<file path="src/rtl/uart_pkg.sv">
// uart_pkg: shared types and constants for the UART receive path.
//   rx_state_t    receiver FSM states
//   DEFAULT_*     default clock and line-rate constants
//   clks_per_bit  system clocks per serial bit (integer truncation)
package uart_pkg;

  typedef enum logic [2:0] {
    IDLE   = 3'd0,
    START  = 3'd1,
    DATA   = 3'd2,
    PARITY = 3'd3,
    STOP   = 3'd4
  } rx_state_t;

  localparam int unsigned DEFAULT_CLK_FREQ = 100_000_000;
  localparam int unsigned DEFAULT_BAUD     = 115_200;

  function automatic int unsigned clks_per_bit(input int unsigned clk_freq,
                                               input int unsigned baud);
    return clk_freq / baud;
  endfunction

endpackage

</file>
<file path="src/rtl/uart_rx_core_if.sv">
// uart_rx_core_if: received-word handshake and error strobes.
//   rx_data      received word, stable while rx_valid
//   rx_valid     holding register has an unread word
//   rx_ready     consumer accepts on rx_valid && rx_ready
//   frame_err    one-cycle pulse, bad stop bit
//   overrun_err  one-cycle pulse, unread word overwritten
//   parity_err   one-cycle pulse, parity mismatch (only with UART_RX_PARITY_EN)
// master = receiver side, slave = consumer side.
interface uart_rx_core_if #(
  parameter int unsigned DATA_BITS = 8
);
  logic [DATA_BITS-1:0] rx_data;
  logic                 rx_valid;
  logic                 rx_ready;
  logic                 frame_err;
  logic                 overrun_err;
`ifdef UART_RX_PARITY_EN
  logic                 parity_err;

  modport master (output rx_data, rx_valid, frame_err, overrun_err, parity_err,
                  input  rx_ready);
  modport slave  (input  rx_data, rx_valid, frame_err, overrun_err, parity_err,
                  output rx_ready);
`else
  modport master (output rx_data, rx_valid, frame_err, overrun_err,
                  input  rx_ready);
  modport slave  (input  rx_data, rx_valid, frame_err, overrun_err,
                  output rx_ready);
`endif
endinterface

</file>
<file path="src/rtl/uart_rx_sync.sv">
// uart_rx_sync: two-flop synchronizer for the serial pin plus falling-edge detect.
//   clk, reset   system clock, synchronous active-high reset
//   uart_rx      asynchronous serial pin (idle high)
//   rx_s         synchronized line value (reset to 1 = idle)
//   rx_fall_c    combinational: rx_s went 1->0 this cycle
module uart_rx_sync (
  input  logic clk,
  input  logic reset,
  input  logic uart_rx,
  output logic rx_s,
  output logic rx_fall_c
);

  logic       rx_meta;
  logic       rx_s_d;
  // Marks which stages hold a real pin sample rather than the reset preset,
  // so a line held low through reset is not mistaken for a start edge.
  logic [2:0] sampled;

  always_ff @(posedge clk) begin
    if (reset) begin
      rx_meta <= 1'b1;
      rx_s    <= 1'b1;
      rx_s_d  <= 1'b1;
      sampled <= 3'b000;
    end else begin
      rx_meta <= uart_rx;
      rx_s    <= rx_meta;
      rx_s_d  <= rx_s;
      sampled <= {sampled[1:0], 1'b1};
    end
  end

  assign rx_fall_c = sampled[2] & rx_s_d & ~rx_s;

endmodule

</file>
<file path="src/rtl/uart_rx_core.sv">
// uart_rx_core: mid-bit sampling UART receiver (start + DATA_BITS [+ parity] + stop).
//   clk, reset  system clock, synchronous active-high reset
//   uart_rx     asynchronous serial line, idle high
//   busy        high whenever the receiver FSM is not IDLE
//   rx          uart_rx_core_if.master: rx_data/rx_valid/rx_ready handshake,
//               frame_err, overrun_err (and parity_err) pulses
// Optional feature macro: UART_RX_PARITY_EN adds PARITY_ODD, a PARITY state and parity_err.
module uart_rx_core
  import uart_pkg::*;
#(
  parameter int unsigned CLK_FREQ  = DEFAULT_CLK_FREQ,
  parameter int unsigned BAUD      = DEFAULT_BAUD,
  parameter int unsigned DATA_BITS = 8
`ifdef UART_RX_PARITY_EN
  ,
  parameter bit          PARITY_ODD = 1'b0
`endif
) (
  input  logic           clk,
  input  logic           reset,
  input  logic           uart_rx,
  output logic           busy,
  uart_rx_core_if.master rx
);

  localparam int unsigned CPB   = clks_per_bit(CLK_FREQ, BAUD);
  localparam int unsigned CNT_W = $clog2(CPB);
  localparam int unsigned IDX_W = $clog2(DATA_BITS);

  localparam logic [CNT_W-1:0] CNT_LAST = CNT_W'(CPB - 1);
  localparam logic [CNT_W-1:0] CNT_MID  = CNT_W'(CPB / 2 - 1);
  localparam logic [IDX_W-1:0] IDX_LAST = IDX_W'(DATA_BITS - 1);

  rx_state_t            state;
  rx_state_t            state_nxt;
  logic [CNT_W-1:0]     clk_cnt;
  logic [IDX_W-1:0]     bit_idx;
  logic [DATA_BITS-1:0] shift;
  logic                 commit_q;

  logic [DATA_BITS-1:0] rx_data_q;
  logic                 rx_valid_q;
  logic                 frame_err_q;
  logic                 overrun_err_q;

  logic                 rx_s;
  logic                 rx_fall_c;
  logic                 cnt_last_c;
  logic                 cnt_clr_c;
  logic                 shift_en_c;
  logic                 stop_smp_c;

  uart_rx_sync u_sync (
    .clk       (clk),
    .reset     (reset),
    .uart_rx   (uart_rx),
    .rx_s      (rx_s),
    .rx_fall_c (rx_fall_c)
  );

  assign cnt_last_c = (clk_cnt == CNT_LAST);

  // State register.
  always_ff @(posedge clk) begin
    if (reset) state <= IDLE;
    else       state <= state_nxt;
  end

  // Next-state logic.
  always_comb begin
    state_nxt = state;
    case (state)
      IDLE:   if (rx_fall_c) state_nxt = START;
      START:  if (clk_cnt == CNT_MID) state_nxt = rx_s ? IDLE : DATA;
      DATA: begin
        if (cnt_last_c && (bit_idx == IDX_LAST)) begin
`ifdef UART_RX_PARITY_EN
          state_nxt = PARITY;
`else
          state_nxt = STOP;
`endif
        end
      end
      PARITY: if (cnt_last_c) state_nxt = STOP;
      // Leaving at mid-stop leaves half a bit to catch a back-to-back start edge.
      STOP:   if (cnt_last_c) state_nxt = IDLE;
      default: state_nxt = IDLE;
    endcase
  end

`ifdef UART_RX_PARITY_EN
  logic par_smp_c;
  logic par_bad_q;
  logic parity_err_q;
`endif

  // Per-state control strobes.
  always_comb begin
    cnt_clr_c  = 1'b0;
    shift_en_c = 1'b0;
    stop_smp_c = 1'b0;
`ifdef UART_RX_PARITY_EN
    par_smp_c  = 1'b0;
`endif
    case (state)
      IDLE:  cnt_clr_c = 1'b1;
      START: cnt_clr_c = (clk_cnt == CNT_MID);
      DATA: begin
        shift_en_c = cnt_last_c;
        cnt_clr_c  = cnt_last_c;
      end
      PARITY: begin
`ifdef UART_RX_PARITY_EN
        par_smp_c = cnt_last_c;
`endif
        cnt_clr_c = cnt_last_c;
      end
      STOP: begin
        stop_smp_c = cnt_last_c;
        cnt_clr_c  = cnt_last_c;
      end
      default: cnt_clr_c = 1'b1;
    endcase
  end

  // Bit timing, shift register and holding register.
  always_ff @(posedge clk) begin
    if (reset) begin
      clk_cnt       <= '0;
      bit_idx       <= '0;
      shift         <= '0;
      commit_q      <= 1'b0;
      rx_data_q     <= '0;
      rx_valid_q    <= 1'b0;
      frame_err_q   <= 1'b0;
      overrun_err_q <= 1'b0;
      busy          <= 1'b0;
    end else begin
      clk_cnt <= cnt_clr_c ? '0 : clk_cnt + CNT_W'(1);

      if (state == START)  bit_idx <= '0;
      else if (shift_en_c) bit_idx <= bit_idx + IDX_W'(1);

      // LSB arrives first, so shifting in at the MSB leaves it at bit 0.
      if (shift_en_c) shift <= {rx_s, shift[DATA_BITS-1:1]};

      commit_q      <= stop_smp_c & rx_s;
      frame_err_q   <= stop_smp_c & ~rx_s;
      overrun_err_q <= commit_q & rx_valid_q & ~rx.rx_ready;

      if (commit_q) begin
        rx_data_q  <= shift;
        rx_valid_q <= 1'b1;
      end else if (rx_valid_q && rx.rx_ready) begin
        rx_valid_q <= 1'b0;
      end

      busy <= (state_nxt != IDLE);
    end
  end

`ifdef UART_RX_PARITY_EN
  // Parity mismatch is remembered until the commit cycle; a bad stop bit suppresses it.
  always_ff @(posedge clk) begin
    if (reset) begin
      par_bad_q    <= 1'b0;
      parity_err_q <= 1'b0;
    end else begin
      if (par_smp_c) par_bad_q <= rx_s ^ (^shift) ^ PARITY_ODD;
      parity_err_q <= commit_q & par_bad_q;
    end
  end

  assign rx.parity_err = parity_err_q;
`endif

  assign rx.rx_data     = rx_data_q;
  assign rx.rx_valid    = rx_valid_q;
  assign rx.frame_err   = frame_err_q;
  assign rx.overrun_err = overrun_err_q;

endmodule
</file>
<file path="src/flat_wrapper.sv">
// flat-port wrapper written by rule: the top's interface ports become plain ports
module uart_rx_core_flat import uart_pkg::*;
#(
  parameter int unsigned CLK_FREQ  = DEFAULT_CLK_FREQ,
  parameter int unsigned BAUD      = DEFAULT_BAUD,
  parameter int unsigned DATA_BITS = 8

)
  (clk, reset, uart_rx, busy, rx_rx_data, rx_rx_valid, rx_frame_err, rx_overrun_err, rx_rx_ready);
  uart_rx_core_if #(.DATA_BITS(DATA_BITS)) rx_i ();
  input  logic clk;
  input  logic reset;
  input  logic uart_rx;
  output logic busy;
  output wire logic [$bits(rx_i.rx_data)-1:0] rx_rx_data;
  output wire logic [$bits(rx_i.rx_valid)-1:0] rx_rx_valid;
  output wire logic [$bits(rx_i.frame_err)-1:0] rx_frame_err;
  output wire logic [$bits(rx_i.overrun_err)-1:0] rx_overrun_err;
  input wire logic [$bits(rx_i.rx_ready)-1:0] rx_rx_ready;
  assign rx_rx_data = rx_i.rx_data;
  assign rx_rx_valid = rx_i.rx_valid;
  assign rx_frame_err = rx_i.frame_err;
  assign rx_overrun_err = rx_i.overrun_err;
  assign rx_i.rx_ready = rx_rx_ready;
  uart_rx_core #(.CLK_FREQ(CLK_FREQ), .BAUD(BAUD), .DATA_BITS(DATA_BITS)) u_core (.clk(clk), .reset(reset), .uart_rx(uart_rx), .busy(busy), .rx(rx_i));
endmodule
</file>
<file path="config.mk">
export PLATFORM = sky130hd
export DESIGN_NAME = uart_rx_core_flat
export DESIGN_NICKNAME = d
export VERILOG_FILES = /design/src/rtl/uart_pkg.sv /design/src/rtl/uart_rx_core_if.sv /design/src/rtl/uart_rx_sync.sv /design/src/rtl/uart_rx_core.sv /design/src/flat_wrapper.sv
export SDC_FILE = /design/constraint.sdc
export NUM_CORES = 1
export LEC_CHECK = 0
export CAP_MARGIN = 20
export CELL_PAD_IN_SITES_DETAIL_PLACEMENT = 1
export CELL_PAD_IN_SITES_GLOBAL_PLACEMENT = 2
export CORE_MARGIN = 5
export CORE_UTILIZATION = 32
export DETAILED_ROUTE_END_ITERATION = 10
export GPL_ROUTABILITY_DRIVEN = 0
export PLACE_DENSITY_LB_ADDON = 0.1
export SYNTH_ARGS = -nofsm -noshare
export SYNTH_HDL_FRONTEND = slang
export SYNTH_SLANG_ARGS = --single-unit
</file>
<file path="constraint.sdc">
create_clock -name clk -period 1.7 [get_ports clk]
set_clock_uncertainty 0.15 [all_clocks]
set_input_delay 0.255 -clock clk [delete_from_list [all_inputs] [get_ports clk]]
set_output_delay 0.255 -clock clk [all_outputs]
set_load 0.05 [all_outputs]
</file>
* Word-level counts from Yosys, hierarchy flattened *
Index checks and enable logic that the tools add are counted.

word-level totals
  register bits after elaboration = 43
  input port bits = 4
  logic and storage cells = 53

cells by class
  add/sub/neg operators = 2
  eq/ne operators = 7
  multiplexer cells = 13
  bitwise gates (word level) = 8
  reductions and logical operators = 8

operator list
  cell                   count
  $mux 3                 5
  $pmux 3 s5             1
  $add 10x1->10 const B  1
  $eq 10x10->1 const B   1
  $eq 10x9->1 const B    1
  $and 1x1->1            6
  $eq 3x2->1 const B     2
  $eq 3x3->1 const B     2
  $mux 1                 5
  $reduce_or 2->1        2
  $add 3x1->3 const B    1
  $eq 3x1->1 const B     1
  $logic_not 3->1        1
  $reduce_bool 3->1      1
  $reduce_or 3->1        1
  $logic_and 1x1->1      2
  $mux 2                 1
  $not 1->1              2
  $pmux 1 s2             1
  $reduce_bool 2->1      1

* Longest topological paths before layout *
  depth in word-level cells = 5
  mapped depth = 7
  mapped depth without buffers = 6

* By module *
From an unflattened synthesis, not the netlist that was laid out.

unflattened totals
  cell total of the unflattened synthesis = 168
  area, all modules = 1724.2 um2

modules (own cells, without submodules)
  module        instances  cells each  area each (um2)
  uart_rx_core  1          155         1560.2
  uart_rx_sync  1          13          163.9

* Least setup slack after synthesis *
No wires, ideal clock.

  kind = reg-to-reg
  from = register u_core.clk_cnt[0]
  to = register u_core.clk_cnt[2]
  data arrival time = 1486 ps
  data required time = 1488 ps
  path slack = 2 ps
  cell stages (with the launch flop) = 7
  period minus slack after synthesis = 1698 ps
  path through = dfxtp_1 ha_1 and4bb_1 and3_1 a221o_1 buf_6 nor2_2

between the ends
  word-level cells in the longest chain between the ends = 3

RTL lines
  element                                                                RTL line             source
  from (decl)                                                            uart_rx_core.sv:36   logic [CNT_W-1:0] clk_cnt;
  from (signal assigned)                                                 uart_rx_core.sv:139  clk_cnt <= cnt_clr_c ? '0 : clk_cnt + CNT_W'(1);
  parallel branches: the longest is 3 deep, another holds $add 10x1->10  -

Parallel ways; which one is timed is not known.
A chain may end at the register's enable or synchronous reset.

* Worst setup path in the final report *
  from = register u_core.clk_cnt[1]
  to = register u_core.clk_cnt[3]

Same word-level chain as after synthesis.

==> results.txt <==
Status: finished with violations
Failing checks: negative setup slack
Clk sinks: 43
GR Util met1: 14.2%
Commonest non-fill, non-tap cell in the layout: dfxtp_1
Slowest cell on crit path: dfxtp_4
P_sw: 0.380 mW
Final Hold Viols: 0
Reg-to-reg endpoint: u_core.clk_cnt[3]
Die Y: 83.1 um
PortBufs: 15
Hold Path Class: register to register
CTS buffer count: 5
Post-Syn Nets: 176
Most frequent cells in the layout: dfxtp_1, buf_4, nor2_1
Worst R2R Path Depth: 6
TritonCTS clock tree: yes
Static Leak: 0.917 nW
DR pass1 iterations: 4
Worst Setup Start Kind: register
Hold depth: 1
Fin. max-slew vios: 0
Max stage delay on crit path: 0.37 ns
Max-cap check violation count: 0
Crit-path max FO: 10
Ant. Diodes: 0
Period utilization: 101%
Met3 Use GR: 3.37%
Starting DRT DRC Count: 27
Max_slew headroom: 63.4%
Fmax: 0.584 GHz
Area leader, netlist: dfxtp_1
Top Usage Layer GRT: met2
H-tree levels: 2
Top cells by area, synth: dfxtp_1, mux2i_1, nor2_1, nor2_2, xnor2_1
Hpwl dp: 2700 um
Syn Std Cell Area: 1710 um^2
R2R setup slack: -0.01 ns
Final nets: 212
Netlist cell types: 36
Met2 Resource Use GR: 17.5%
Routed vias: 1282
Pwr Total: 1.85 mW
# rows: 26
RSZ-0062 raised after global routing: yes
Yosys top cell area share: 50.4%
Post-Synthesis Cells: 168
Vias/cell: 4.66
Final min period: 1.71 ns
Worst Hold End: u_core.u_sync.rx_s
Final instance area: 2230 um^2
Pre-CTS WS: -0.0664 ns
Clock Power Share: 42.9%
Yosys warnings: 0
Pwr dens: 829 nW/um^2
Top Ports: 16
Die area: 6900 um^2
Crit Path Class: register to register
Reg-to-reg critical path startpoint: u_core.clk_cnt[1]
Detail Route Antenna Nets: 0
Share of cells above drive strength 1: 31.7%
DRC viols: 0
Hold Startpoint: u_core.u_sync.rx_meta
Core area: 5140 um^2
Final worst setup slack: -0.0113 ns
Net Sw Frac: 20.5%
Initial Util: 33.2%
Yosys reg bits: 43
DR WL/cell: 13.3 um
Filler cells: 610
Crit. End Element: register
Register area share after synthesis: 50.4%
Combinational power share: 2.2%
Initial antenna violation count: 0
Avg Synthesized Cell Area: 10.2 um^2
Peak ir drop on the vdd network: 0.378 mV
Final setup fails: 4
DP Area: 2040 um^2
Global Route Usage Sum: 11.1%
Root Driver: clkbuf_8
Area grow syn2layout: 30.5%
Die Wd: 83.1 um
CP required: 1.79 ns
Global-route wire length before repair: 6270 um
Grt ovf: 0
Clock latency on the worst-skew pair: 0.29 ns
Hold slack: 0.269 ns
Crit-path cells: ha_4 > and4bb_1 > and3_1 > a221o_1 > buf_12 > nor2_2
Flop pwr share: 54.9%
Clk pin slew, worst setup/hold paths: 0.08 ns
Largest net degree at the start of global routing: 16
WP data arrival: 1.80 ns
Worst Max-Slew Pin Slew: 0.548 ns
Final wirelength: 3670 um
Number of global-route vias before repair: 1346
Clock Tree Buf Depth: 2
Internal Dissipation: 1.47 mW
Origin of the worst setup path: u_core.clk_cnt[1]
[metal layers]
metal / vias to the layer above / share of wire (%) / wire length, um
met3: 6 / 2.5 / 91
li1: 641 / - / -
met4: 0 / 1.7 / 61
met2: 14 / 48 / 1770
met5: - / 0 / 0
met1: 621 / 47 / 1740
[worst max-delay path, delay by kind of cell, from the launching register on]
kind	cells	cell delay, ns
AOI/OAI and AO/OA	1	0.33
adders and majority gates	1	0.15
buffers and inverters	1	0.16
DFF	1	0.37
and+or+nand+nor	3	0.49
[layout make-up]
class / count / area (um^2) / share of cell area [%]
clock buffer: 5 / 68.8 / 3.09
clock inverter: 3 / 43.8 / 1.96
inverter: 3 / 11.3 / 0.505
multi-input combinational: 116 / 840 / 37.7
sequential: 43 / 866 / 38.8
tap: 70 / 87.6 / 3.93
timing repair buffer: 35 / 313 / 14.0
[registers in the layout (all words and copies together), names as in the netlist]
name,cells
u_core.u_sync.rx_s_d,1
u_core.rx.frame_err,1
u_core.u_sync.rx_meta,1
u_core.shift,8
u_core.rx.rx_data,8
u_core.bit_idx,3
u_core.rx.rx_valid,1
u_core.rx.overrun_err,1
u_core.busy,1
u_core.state,3
u_core.u_sync.rx_s,1
u_core.clk_cnt,10
u_core.commit_q,1
u_core.u_sync.sampled,3
[cells by family (layout without fill, tap and decap cells)]
family / count (synthesis) / in the layout / share of synthesized area [%]
AOI/OAI and AO/OA: 10 / 10 / 4.62
xor gates and xnor gates: 9 / 9 / 4.62
adders and majority gates: 4 / 4 / 2.93
buffers and inverters: 9 / 46 / 2.56
DFF: 43 / 43 / 50.4
muxes: 18 / 18 / 10.5
and+or+nand+nor: 75 / 75 / 24.3
[what timing repair did]
item,4_1_cts,5_1_grt
cloned,0,1
pin swaps,1,1
gates resized for setup,3,7
hold buffers,0,0
endpoints found under the setup margin,10,14
hold endpoints to repair,0,0
setup buffers,0,1
[how the worst max path moves through the flow]
stage,endpoint,slack (ns)
floorplan,u_core.clk_cnt[2],0.002
global placement,u_core.clk_cnt[7],0.005
detailed placement,u_core.clk_cnt[3],-0.07
CTS,u_core.clk_cnt[3],-0.03
global route,u_core.clk_cnt[8],-0.08
finish,u_core.clk_cnt[3],-0.01
[through the flow]
stage               setup TNS (ns)  std cells  utilization (%)
global route                -0.787        275             43.4
finish                     -0.0289        275             43.4
detailed placement          -0.488        265             39.8
floorplan                        0        168                -
global placement                 0        265             39.8
CTS                        -0.0915        273             42.0
[cell usage after synthesis, drive strengths merged]
cell	number
a211o	1
a21oi	4
a221o	1
a41oi	1
and2	1
and3	2
and4	2
and4bb	1
buf	3
clkbuf	3
dfxtp	43
ha	4
inv	3
mux2i	18
nand2	6
nand2b	3
nand3	6
nand4	2
nand4b	2
nor2	34
nor2b	3
nor3	4
nor3b	2
nor4b	1
o21ai	2
o31ai	1
or2	3
or3	1
or3b	2
xnor2	6
xor2	3
[power by group through the flow]
stage	logic, mW	clock network [mW]	registers, mW
after floorplan	0.0181	0	1.04
after global placement	0.0398	0	1.04
after detailed placement	0.0406	0	1.04
after CTS	0.0408	0.826	1.02
after global routing	0.0450	0.862	1.02
final	0.0404	0.793	1.01
Power figures use the tool's default switching activity.
